$ cat src/rtl/rng_share_if.sv
// Handshake bundle between the neuron-core noise ports and the shared RNG arbiter.
// The master side issues requests and seeds; the slave side returns granted bytes.
interface rng_share_if #(
  parameter int NUM_REQ = 4
);
  localparam int ID_W = $clog2(NUM_REQ);

  logic               seed_load;
  logic [31:0]        seed_value;
  logic [NUM_REQ-1:0] req;
  logic [NUM_REQ-1:0] grant;
  logic               rand_valid;
  logic [7:0]         rand_data;
  logic [ID_W-1:0]    rand_id;
  logic               ready;

  modport master (
    output seed_load, seed_value, req,
    input  grant, rand_valid, rand_data, rand_id, ready
  );

  modport slave (
    input  seed_load, seed_value, req,
    output grant, rand_valid, rand_data, rand_id, ready
  );
endinterface

$ cat src/rtl/rng_share_arbiter.sv
// 32-bit xorshift (13/17/5) noise source shared round-robin among NUM_REQ requesters;
// each grant advances the generator one step and hands out one byte.
//   state    | meaning
//   S_WARMUP | discarding cnt generator steps after reset/reseed, no grants
//   S_RUN    | one step and one byte per grant, generator idle without requests
module rng_share_arbiter #(
  parameter int          NUM_REQ = 4,
  parameter logic [31:0] SEED    = 32'd2463534242,
  parameter int          WARMUP  = 8
) (
  input  logic       clk,
  input  logic       rst_n,
  rng_share_if.slave bus
);
  localparam int ID_W = $clog2(NUM_REQ);

  typedef enum logic {S_WARMUP, S_RUN} fsm_t;

  fsm_t               r_fsm,   w_fsm_nxt;
  logic [31:0]        r_state, w_state_nxt;
  logic [7:0]         r_cnt,   w_cnt_nxt;
  logic [ID_W-1:0]    r_ptr,   w_ptr_nxt;
  logic [NUM_REQ-1:0] r_grant, w_grant_nxt;
  logic               r_valid, w_valid_nxt;
  logic [7:0]         r_data,  w_data_nxt;
  logic [ID_W-1:0]    r_id,    w_id_nxt;

  logic [31:0]        w_step;
  logic [ID_W-1:0]    w_winner;
  logic [ID_W-1:0]    w_ptr_after;
  logic               w_any;

  function automatic logic [31:0] xs_step(input logic [31:0] s);
    logic [31:0] t;
    t = s ^ (s << 13);
    t = t ^ (t >> 17);
    t = t ^ (t << 5);
    return t;
  endfunction

  assign w_step = xs_step(r_state);
  assign w_any  = |bus.req;

  // First set request bit at or after the pointer, wrapping at NUM_REQ-1.
  always_comb begin
    logic found;
    found    = 1'b0;
    w_winner = '0;
    for (int i = 0; i < NUM_REQ; i++) begin
      int idx;
      idx = int'(r_ptr) + i;
      if (idx >= NUM_REQ) idx = idx - NUM_REQ;
      if (!found && bus.req[idx[ID_W-1:0]]) begin
        found    = 1'b1;
        w_winner = idx[ID_W-1:0];
      end
    end
  end

  assign w_ptr_after = (w_winner == ID_W'(NUM_REQ - 1)) ? '0 : w_winner + 1'b1;

  always_comb begin
    w_fsm_nxt   = r_fsm;
    w_state_nxt = r_state;
    w_cnt_nxt   = r_cnt;
    w_ptr_nxt   = r_ptr;
    w_grant_nxt = '0;
    w_valid_nxt = 1'b0;
    w_id_nxt    = '0;
    w_data_nxt  = r_data;

    // Reseed overrides any pending grant; the pointer is deliberately kept.
    if (bus.seed_load) begin
      w_state_nxt = (bus.seed_value == 32'd0) ? SEED : bus.seed_value;
      w_cnt_nxt   = 8'(WARMUP);
      w_fsm_nxt   = S_WARMUP;
    end else begin
      case (r_fsm)
        S_WARMUP: begin
          if (r_cnt != 8'd0) begin
            w_state_nxt = w_step;
            w_cnt_nxt   = r_cnt - 8'd1;
          end else begin
            w_fsm_nxt = S_RUN;
          end
        end
        S_RUN: begin
          if (w_any) begin
            w_state_nxt           = w_step;
            w_grant_nxt[w_winner] = 1'b1;
            w_valid_nxt           = 1'b1;
            w_id_nxt              = w_winner;
            w_data_nxt            = w_step[7:0];
            w_ptr_nxt             = w_ptr_after;
          end
        end
        default: w_fsm_nxt = S_WARMUP;
      endcase
    end
  end

  always_ff @(posedge clk or negedge rst_n) begin
    if (!rst_n) begin
      r_fsm   <= S_WARMUP;
      r_state <= SEED;
      r_cnt   <= 8'(WARMUP);
      r_ptr   <= '0;
      r_grant <= '0;
      r_valid <= 1'b0;
      r_data  <= 8'd0;
      r_id    <= '0;
    end else begin
      r_fsm   <= w_fsm_nxt;
      r_state <= w_state_nxt;
      r_cnt   <= w_cnt_nxt;
      r_ptr   <= w_ptr_nxt;
      r_grant <= w_grant_nxt;
      r_valid <= w_valid_nxt;
      r_data  <= w_data_nxt;
      r_id    <= w_id_nxt;
    end
  end

  assign bus.grant      = r_grant;
  assign bus.rand_valid = r_valid;
  assign bus.rand_data  = r_data;
  assign bus.rand_id    = r_id;
  assign bus.ready      = (r_fsm == S_RUN);
endmodule

$ cat src/flat_wrapper.sv
// flat-port wrapper written by rule: the top's interface ports become plain ports
module rng_share_arbiter_flat 
#(
  parameter int          NUM_REQ = 4,
  parameter logic [31:0] SEED    = 32'd2463534242,
  parameter int          WARMUP  = 8
)
  (clk, rst_n, bus_seed_load, bus_seed_value, bus_req, bus_grant, bus_rand_valid, bus_rand_data, bus_rand_id, bus_ready);
  rng_share_if #(.NUM_REQ(NUM_REQ)) bus_i ();
  input  logic clk;
  input  logic rst_n;
  input wire logic [$bits(bus_i.seed_load)-1:0] bus_seed_load;
  input wire logic [$bits(bus_i.seed_value)-1:0] bus_seed_value;
  input wire logic [$bits(bus_i.req)-1:0] bus_req;
  output wire logic [$bits(bus_i.grant)-1:0] bus_grant;
  output wire logic [$bits(bus_i.rand_valid)-1:0] bus_rand_valid;
  output wire logic [$bits(bus_i.rand_data)-1:0] bus_rand_data;
  output wire logic [$bits(bus_i.rand_id)-1:0] bus_rand_id;
  output wire logic [$bits(bus_i.ready)-1:0] bus_ready;
  assign bus_i.seed_load = bus_seed_load;
  assign bus_i.seed_value = bus_seed_value;
  assign bus_i.req = bus_req;
  assign bus_grant = bus_i.grant;
  assign bus_rand_valid = bus_i.rand_valid;
  assign bus_rand_data = bus_i.rand_data;
  assign bus_rand_id = bus_i.rand_id;
  assign bus_ready = bus_i.ready;
  rng_share_arbiter #(.NUM_REQ(NUM_REQ), .SEED(SEED), .WARMUP(WARMUP)) u_core (.clk(clk), .rst_n(rst_n), .bus(bus_i));
endmodule
$ cat config.mk
export PLATFORM = sky130hd
export DESIGN_NAME = rng_share_arbiter_flat
export DESIGN_NICKNAME = d
export VERILOG_FILES = /design/src/rtl/rng_share_if.sv /design/src/rtl/rng_share_arbiter.sv /design/src/flat_wrapper.sv
export SDC_FILE = /design/constraint.sdc
export NUM_CORES = 1
export LEC_CHECK = 0
export ABC_CLOCK_PERIOD_IN_PS = 1700
export BUFFER_PORTS_ARGS = -buffer_cell sky130_fd_sc_hd__buf_4
export CAP_MARGIN = 15
export CELL_PAD_IN_SITES_DETAIL_PLACEMENT = 0
export CELL_PAD_IN_SITES_GLOBAL_PLACEMENT = 1
export CORE_MARGIN = 2
export CORE_UTILIZATION = 40
export DETAILED_ROUTE_END_ITERATION = 6
export PLACE_DENSITY_LB_ADDON = 0.25
export SYNTH_ARGS = -nofsm -noshare
export SYNTH_HDL_FRONTEND = slang
export SYNTH_SLANG_ARGS = --single-unit
$ cat constraint.sdc
create_clock -name clk -period 1.7 [get_ports clk]
set_input_delay 0.17 -clock clk [delete_from_list [all_inputs] [get_ports clk]]
set_output_delay 0.17 -clock clk [all_outputs]
set_load 0.02 [all_outputs]
==> flow_summary.toml, run 1 <==
[layout]
finalNonFillerCells = 577
nets = 508
fin_area_sq_um = 4741
n_antenna_cell = 0
drive_gt1_share_pct = 35.18
syn2layout_area_growth_pct = 35.52

[sta]
slew_violations = 0
clock_skew_ns = 0.01039
rsz0062_at_grt = "true"
setup_ws_ns = -0.1002
min_period_over_period_pct = 105.9
finalHoldViolCount = 0
timing.fmax_mhz = 555.5
slew_headroom_pct = 70.23
min_period_ns = 1.800
worstMarginPinSlew_ns = 0.4425
worst_hold_slack_ns = 0.06323
setup_viol = 19

[route]
vias = 3056
drc = 0
wl_mm = 9.863
drt_first_pass_iters = 5
vias_per_cell = 5.296
avgRoutedWirePerCell_microns = 17.09
ant_nets = 0
dr.first_iter.drc_count = 199

[floorplanning]
design.core.area_sq_um = 8593
initial_utilization_pct = 40.71
die_w_microns = 97.52
dieArea_sq_um = 9510
die_h_microns = 97.52
rows = 34
pin_count = 55

[global_route]
grt_max_degree = 34
antenna_found_initial = 0
overflow = 0
grt_pass1_wl_mm = 15.43
grt_util_all_layers_pct = 20.56
grt_pass1_vias = 3018

[worst_setup_path]
cp_max_fo = 14
critPathRequiredTime_ns = 1.97
endpoint_kind = "register"
path_class = "reg -> reg"
reg2regPathDepth = 8
critPathArrivalTime_ns = 2.07
critPathLaunchType = "register"

[synthesis]
synth_area_sq_um = 3498
yosysSeqAreaShare_pct = 42.02
yosys_warnings = 0
synthesis.area_per_instance_sq_um = 9.664
ys_types = 59
synth_edf_count = 0
synth_commonest_cells = "nand2_1 (44), dfrtp_1 (43), xnor2_1 (35)"
synthesis.instances = 362
synth_seq_cells = 58
synth.area.top_cells = "dfrtp_1 (31%), dfstp_2 (11%), xnor2_1 (8.8%)"
syn-num-nets = 406
synthArstFlopShare_pct = 100.0
synth_area_leader_cell = "dfrtp_1"
synth_flop_cell = "dfrtp_1"
synth.most_common_cell = "nand2_1"
synth_top_area_share_pct = 30.76

[status]
status = "complete, but fails checks"
violations = "negative setup slack"

[clock_tree]
clk_latency_ns = 0.33
cts_root_buf = "clkbuf_8"
clkSlewWorstSetupHoldPaths_ns = 0.07
clock_path_buffers = 2
cts_max_level = 3
cts_tree = "built"
clock_sinks = 58
cts-buffers-inserted = 9

[run]
drv_cap = 0

[pwr]
switchingPower_w = 0.004688
p_per_area_nw_per_um2 = 2354
p_leak_nw = 2.133
sw_frac_of_total_pct = 42.00
clockPowerShare_pct = 11.9
comb_power_share_pct = 62.6
ir_drop_uv = 872.7
p_int_w = 0.006473
power_frac_seq_pct = 25.5

[placed_design]
dp.cells = 550
hpwlAfterDp_mm = 7.139
place_area_sq_um = 4312
place_ws_ns = -0.04668
io_buffers = 54
place.gp.congestion = 0.8778

[hold_path]
hold_depth = 3
hp-class = "in -> reg"
==> layer usage <==
layer,up-vias,GRT usage [%],part of all wire (%)
met1,1470,28.23,44
met5,-,0,0
met2,95,33.21,47
li1,1475,-,-
met3,16,2.950,6.4
met4,0,7.265,1.8
==> flip-flops by register name, indices dropped and copies added, names as in the netlist <==
signal                 flops
u_core.r_cnt               8
u_core.r_state            32
u_core.bus.rand_valid      1
u_core.bus.rand_data       8
u_core.bus.ready           1
u_core.bus.rand_id         2
u_core.r_ptr               2
u_core.bus.grant           4
==> cell families (layout without fill, tap and decap cells) <==
logic type	count (synthesis)	after routing	share of synthesized area, %
AO/OA/AOI/OAI	74	75	13.38
XOR/XNOR	73	73	19.13
adder cells (fa/ha/maj)	5	5	1.788
buffers and inverters	26	132	3.683
flip-flops	58	58	42.02
multiplexers	3	3	0.8941
AND/OR/NAND/NOR	123	123	19.10
==> metrics by stage <==
stage / setup TNS [ns] / utilization [%] / total power (W)
6_report: -0.9430 / 55.17 / 0.01116
3_5_place_dp: -0.2776 / 50.17 / 0.009254
4_1_cts: -0.07937 / 53.00 / 0.01070
3_3_place_gp: 0 / 50.17 / 0.009157
2_1_floorplan: -0.2237 / - / 0.007120
5_1_grt: -3.195 / 55.17 / 0.01199
==> power groups by stage <==
stage                     combinational, W  clock [W]  sequential [W]
after floorplan                    0.00433          0         0.00279
after CTS                          0.00653    0.00137         0.00280
after global routing               0.00764    0.00143         0.00292
after detailed placement           0.00644          0         0.00282
after global placement             0.00636          0         0.00280
final                              0.00699    0.00133         0.00284
==> layout by cell type (no fill, tap or decap), drive strengths merged, types with 2 or more instances in the layout <==
master  instances
o21ai          34
nor2           21
nor4b           2
a21oi           8
o311ai          3
o22ai          10
and2            2
nor3            7
or4             5
nand3          14
a22oi           2
a31oi           6
a221o           2
mux2i           2
dfstp          15
a311oi          2
nand2          46
and3            4
ha              5
xor2           35
nand4           3
dfrtp          43
buf           102
a211o           2
nor3b           3
clkbuf         16
nor4           10
xnor2          38
inv            11
==> path summary, 6_finish.rpt <==
kind	from	endpoint	slack, ns
setup / recovery	u_core.r_cnt[1]	u_core.r_state[9]	-0.10
hold / removal	bus_seed_value[24]	u_core.r_state[24]	0.06
setup reg to reg	u_core.r_cnt[1]	u_core.r_state[9]	-0.10
hold reg to reg	u_core.bus.rand_data[5]	u_core.bus.rand_data[5]	0.48
max in group asynchronous	rst_n	u_core.r_state[18]	0.79
min in group asynchronous	rst_n	u_core.r_state[19]	0.33
==> final cells by class <==
cell class | instances | area [sq um]
repair buffers | 105 | 879.6
multi-input cells | 279 | 2007
clock inverters | 2 | 35.03
well taps | 108 | 135.1
flip-flops and latches | 58 | 1470
inverters | 11 | 41.29
clock buffers | 14 | 172.7
fillers | 794 | 3852
==> worst max-delay path, stage by stage, from the launching register on <==
cell,delay (ns)
dfrtp_1,0.35
inv_1,0.07
ha_4,0.16
nor4b_4,0.13
nand2_2,0.17
o21ai_4,0.12
buf_12,0.17
or4_1,0.50
nand3_2,0.08
==> timing repair <==
item                                    in CTS  in global routing
gates cloned                                 0                  3
endpoints found under the hold margin       30                  0
endpoints found under the setup margin      16                 37
pin swaps                                    7                  9
buffers inserted                             1                  6
gates resized for setup                      4                 16
hold buffers                                 1                  0
Power figures use the tool's default switching activity.
==> inputs of run 2 (changes only) <==
- CTS_CLUSTER_DIAMETER: default -> 150
- MAX_ROUTING_LAYER: default -> met4
==> flow_summary.toml, run 2 (same netlist as run 1, synthesis figures left out) <==
[status]
status = "complete, but fails checks"
violations = "negative setup slack"

[worst_setup_path]
r2r_slack_ns = -0.1
critPathArrivalTime_ns = 2.07
path_class = "reg -> reg"
critPathLaunchType = "register"
critPathRequiredTime_ns = 1.97
cp_max_fo = 14
endpoint_kind = "register"

[global_route]
overflow = 0
grt_max_degree = 34
grt_pass1_wl_mm = 15.48
grt_pass1_vias = 3005
grt_util_all_layers_pct = 21.22
antenna_found_initial = 0

[pwr]
sw_frac_of_total_pct = 41.92
comb_power_share_pct = 62.6
p_leak_nw = 2.133
ir_drop_uv = 872.8
switchingPower_w = 0.004672
p_per_area_nw_per_um2 = 2351
p_int_w = 0.006473
power_frac_seq_pct = 25.5
clockPowerShare_pct = 12.0

[sta]
slew_violations = 0
worstMarginPinSlew_ns = 0.4626
min_period_ns = 1.798
setup_tns_ns = -0.9327
min_period_over_period_pct = 105.8
rsz0062_at_grt = "true"
slew_headroom_pct = 68.94
timing.fmax_mhz = 556.2
setup_ws_ns = -0.09784
setup_viol = 19
clock_skew_ns = 0.01016
finalHoldViolCount = 0

[layout]
drive_gt1_share_pct = 35.18
syn2layout_area_growth_pct = 35.52
largest_reg_flops = 32
fin_area_sq_um = 4741
final_cell_mix = "buf_4 (97), nand2_1 (43), dfrtp_1 (43)"
n_antenna_cell = 0
nets = 508
fillers = 794
layout_commonest_cell = "buf_4"
top_register = "u_core.r_state"

[clock_tree]
clk_latency_ns = 0.33
clock_sinks = 58
cts_max_level = 3
cts_tree = "built"
cts-buffers-inserted = 9
cts_root_buf = "clkbuf_8"
clock_path_buffers = 2
clkSlewWorstSetupHoldPaths_ns = 0.07

[run]
drv_cap = 0

[floorplanning]
die_h_microns = 97.52
die_w_microns = 97.52
pin_count = 55
initial_utilization_pct = 40.71
rows = 34
dieArea_sq_um = 9510
design.core.area_sq_um = 8593

[route]
drc = 0
ant_nets = 0
avgRoutedWirePerCell_microns = 17.03
vias_per_cell = 5.286
wl_mm = 9.828
dr.first_iter.drc_count = 180
vias = 3050
drt_first_pass_iters = 5

[placed_design]
place_area_sq_um = 4312
io_buffers = 54
hpwlAfterDp_mm = 7.139
place.gp.congestion = 0.8923

[hold_path]
hp-class = "in -> reg"
-- run 2: cell counts in the layout (fill, tap and decap cells not counted) --
No cell type changed its count.
-- run 2: final timing paths --
kind	from	to	depth (start not counted)
max	u_core.r_cnt[1]	u_core.r_state[9]	8
min	bus_seed_value[24]	u_core.r_state[24]	3
max reg2reg	u_core.r_cnt[1]	u_core.r_state[9]	8
min reg2reg	u_core.bus.rand_data[5]	u_core.bus.rand_data[5]	2
max in group asynchronous	rst_n	u_core.r_state[18]	3
min in group asynchronous	rst_n	u_core.r_state[19]	2
-- run 2: layer usage --
layer	track usage, %	wire [microns]
met5	-	0
met3	3.094	570
met1	28.41	4422
met4	7.158	277
met2	33.21	4557
-- run 2: through the flow --
step                utilization [%]  hold slack, ns  total power (W)  setup WS [ns]  cells
global placement              50.17          0.1508         0.009157        0.02332    550
floorplan                         -         -0.1256         0.007120       -0.03489    362
CTS                           53.00         0.05834          0.01070       -0.03799    568
finish                        55.17         0.06000          0.01114       -0.09784    577
global route                  55.17         0.06288          0.01199        -0.1707    577
detailed placement            50.17          0.1514         0.009254       -0.04668    550
-- run 2: area by class of cell --
type,instances,area [sq um],share of cell area (%)
Multi-Input combinational cell,279,2007,42.33
Inverter,11,41.29,0.8709
Timing Repair Buffer,105,879.6,18.55
Sequential cell,58,1470,31.01
Clock inverter,2,35.03,0.7390
Clock buffer,14,172.7,3.642
Tap cell,108,135.1,2.850
-- run 2: power by group through the flow --
stage,sequential (W),combinational [W],clock (W)
CTS,0.00280,0.00653,0.00137
detailed placement,0.00282,0.00644,0
global route,0.00292,0.00765,0.00143
finish,0.00284,0.00697,0.00133
floorplan,0.00279,0.00433,0
global placement,0.00280,0.00636,0
-- run 2: worst max-delay path, cell delays in order (launching register included) --
cell     delay [ns]
dfrtp_1        0.35
inv_1          0.07
ha_4           0.16
nor4b_4        0.13
nand2_2        0.17
o21ai_4        0.12
buf_12         0.17
or4_1          0.50
nand3_2        0.08
-- run 2: what timing repair did --
item / CTS / global route
cloned: 0 / 3
pin swaps: 7 / 9
resized for setup: 4 / 16
hold buffers: 1 / 0
endpoints found under the setup margin: 16 / 37
setup buffers: 1 / 6
endpoints found under the hold margin: 30 / 0
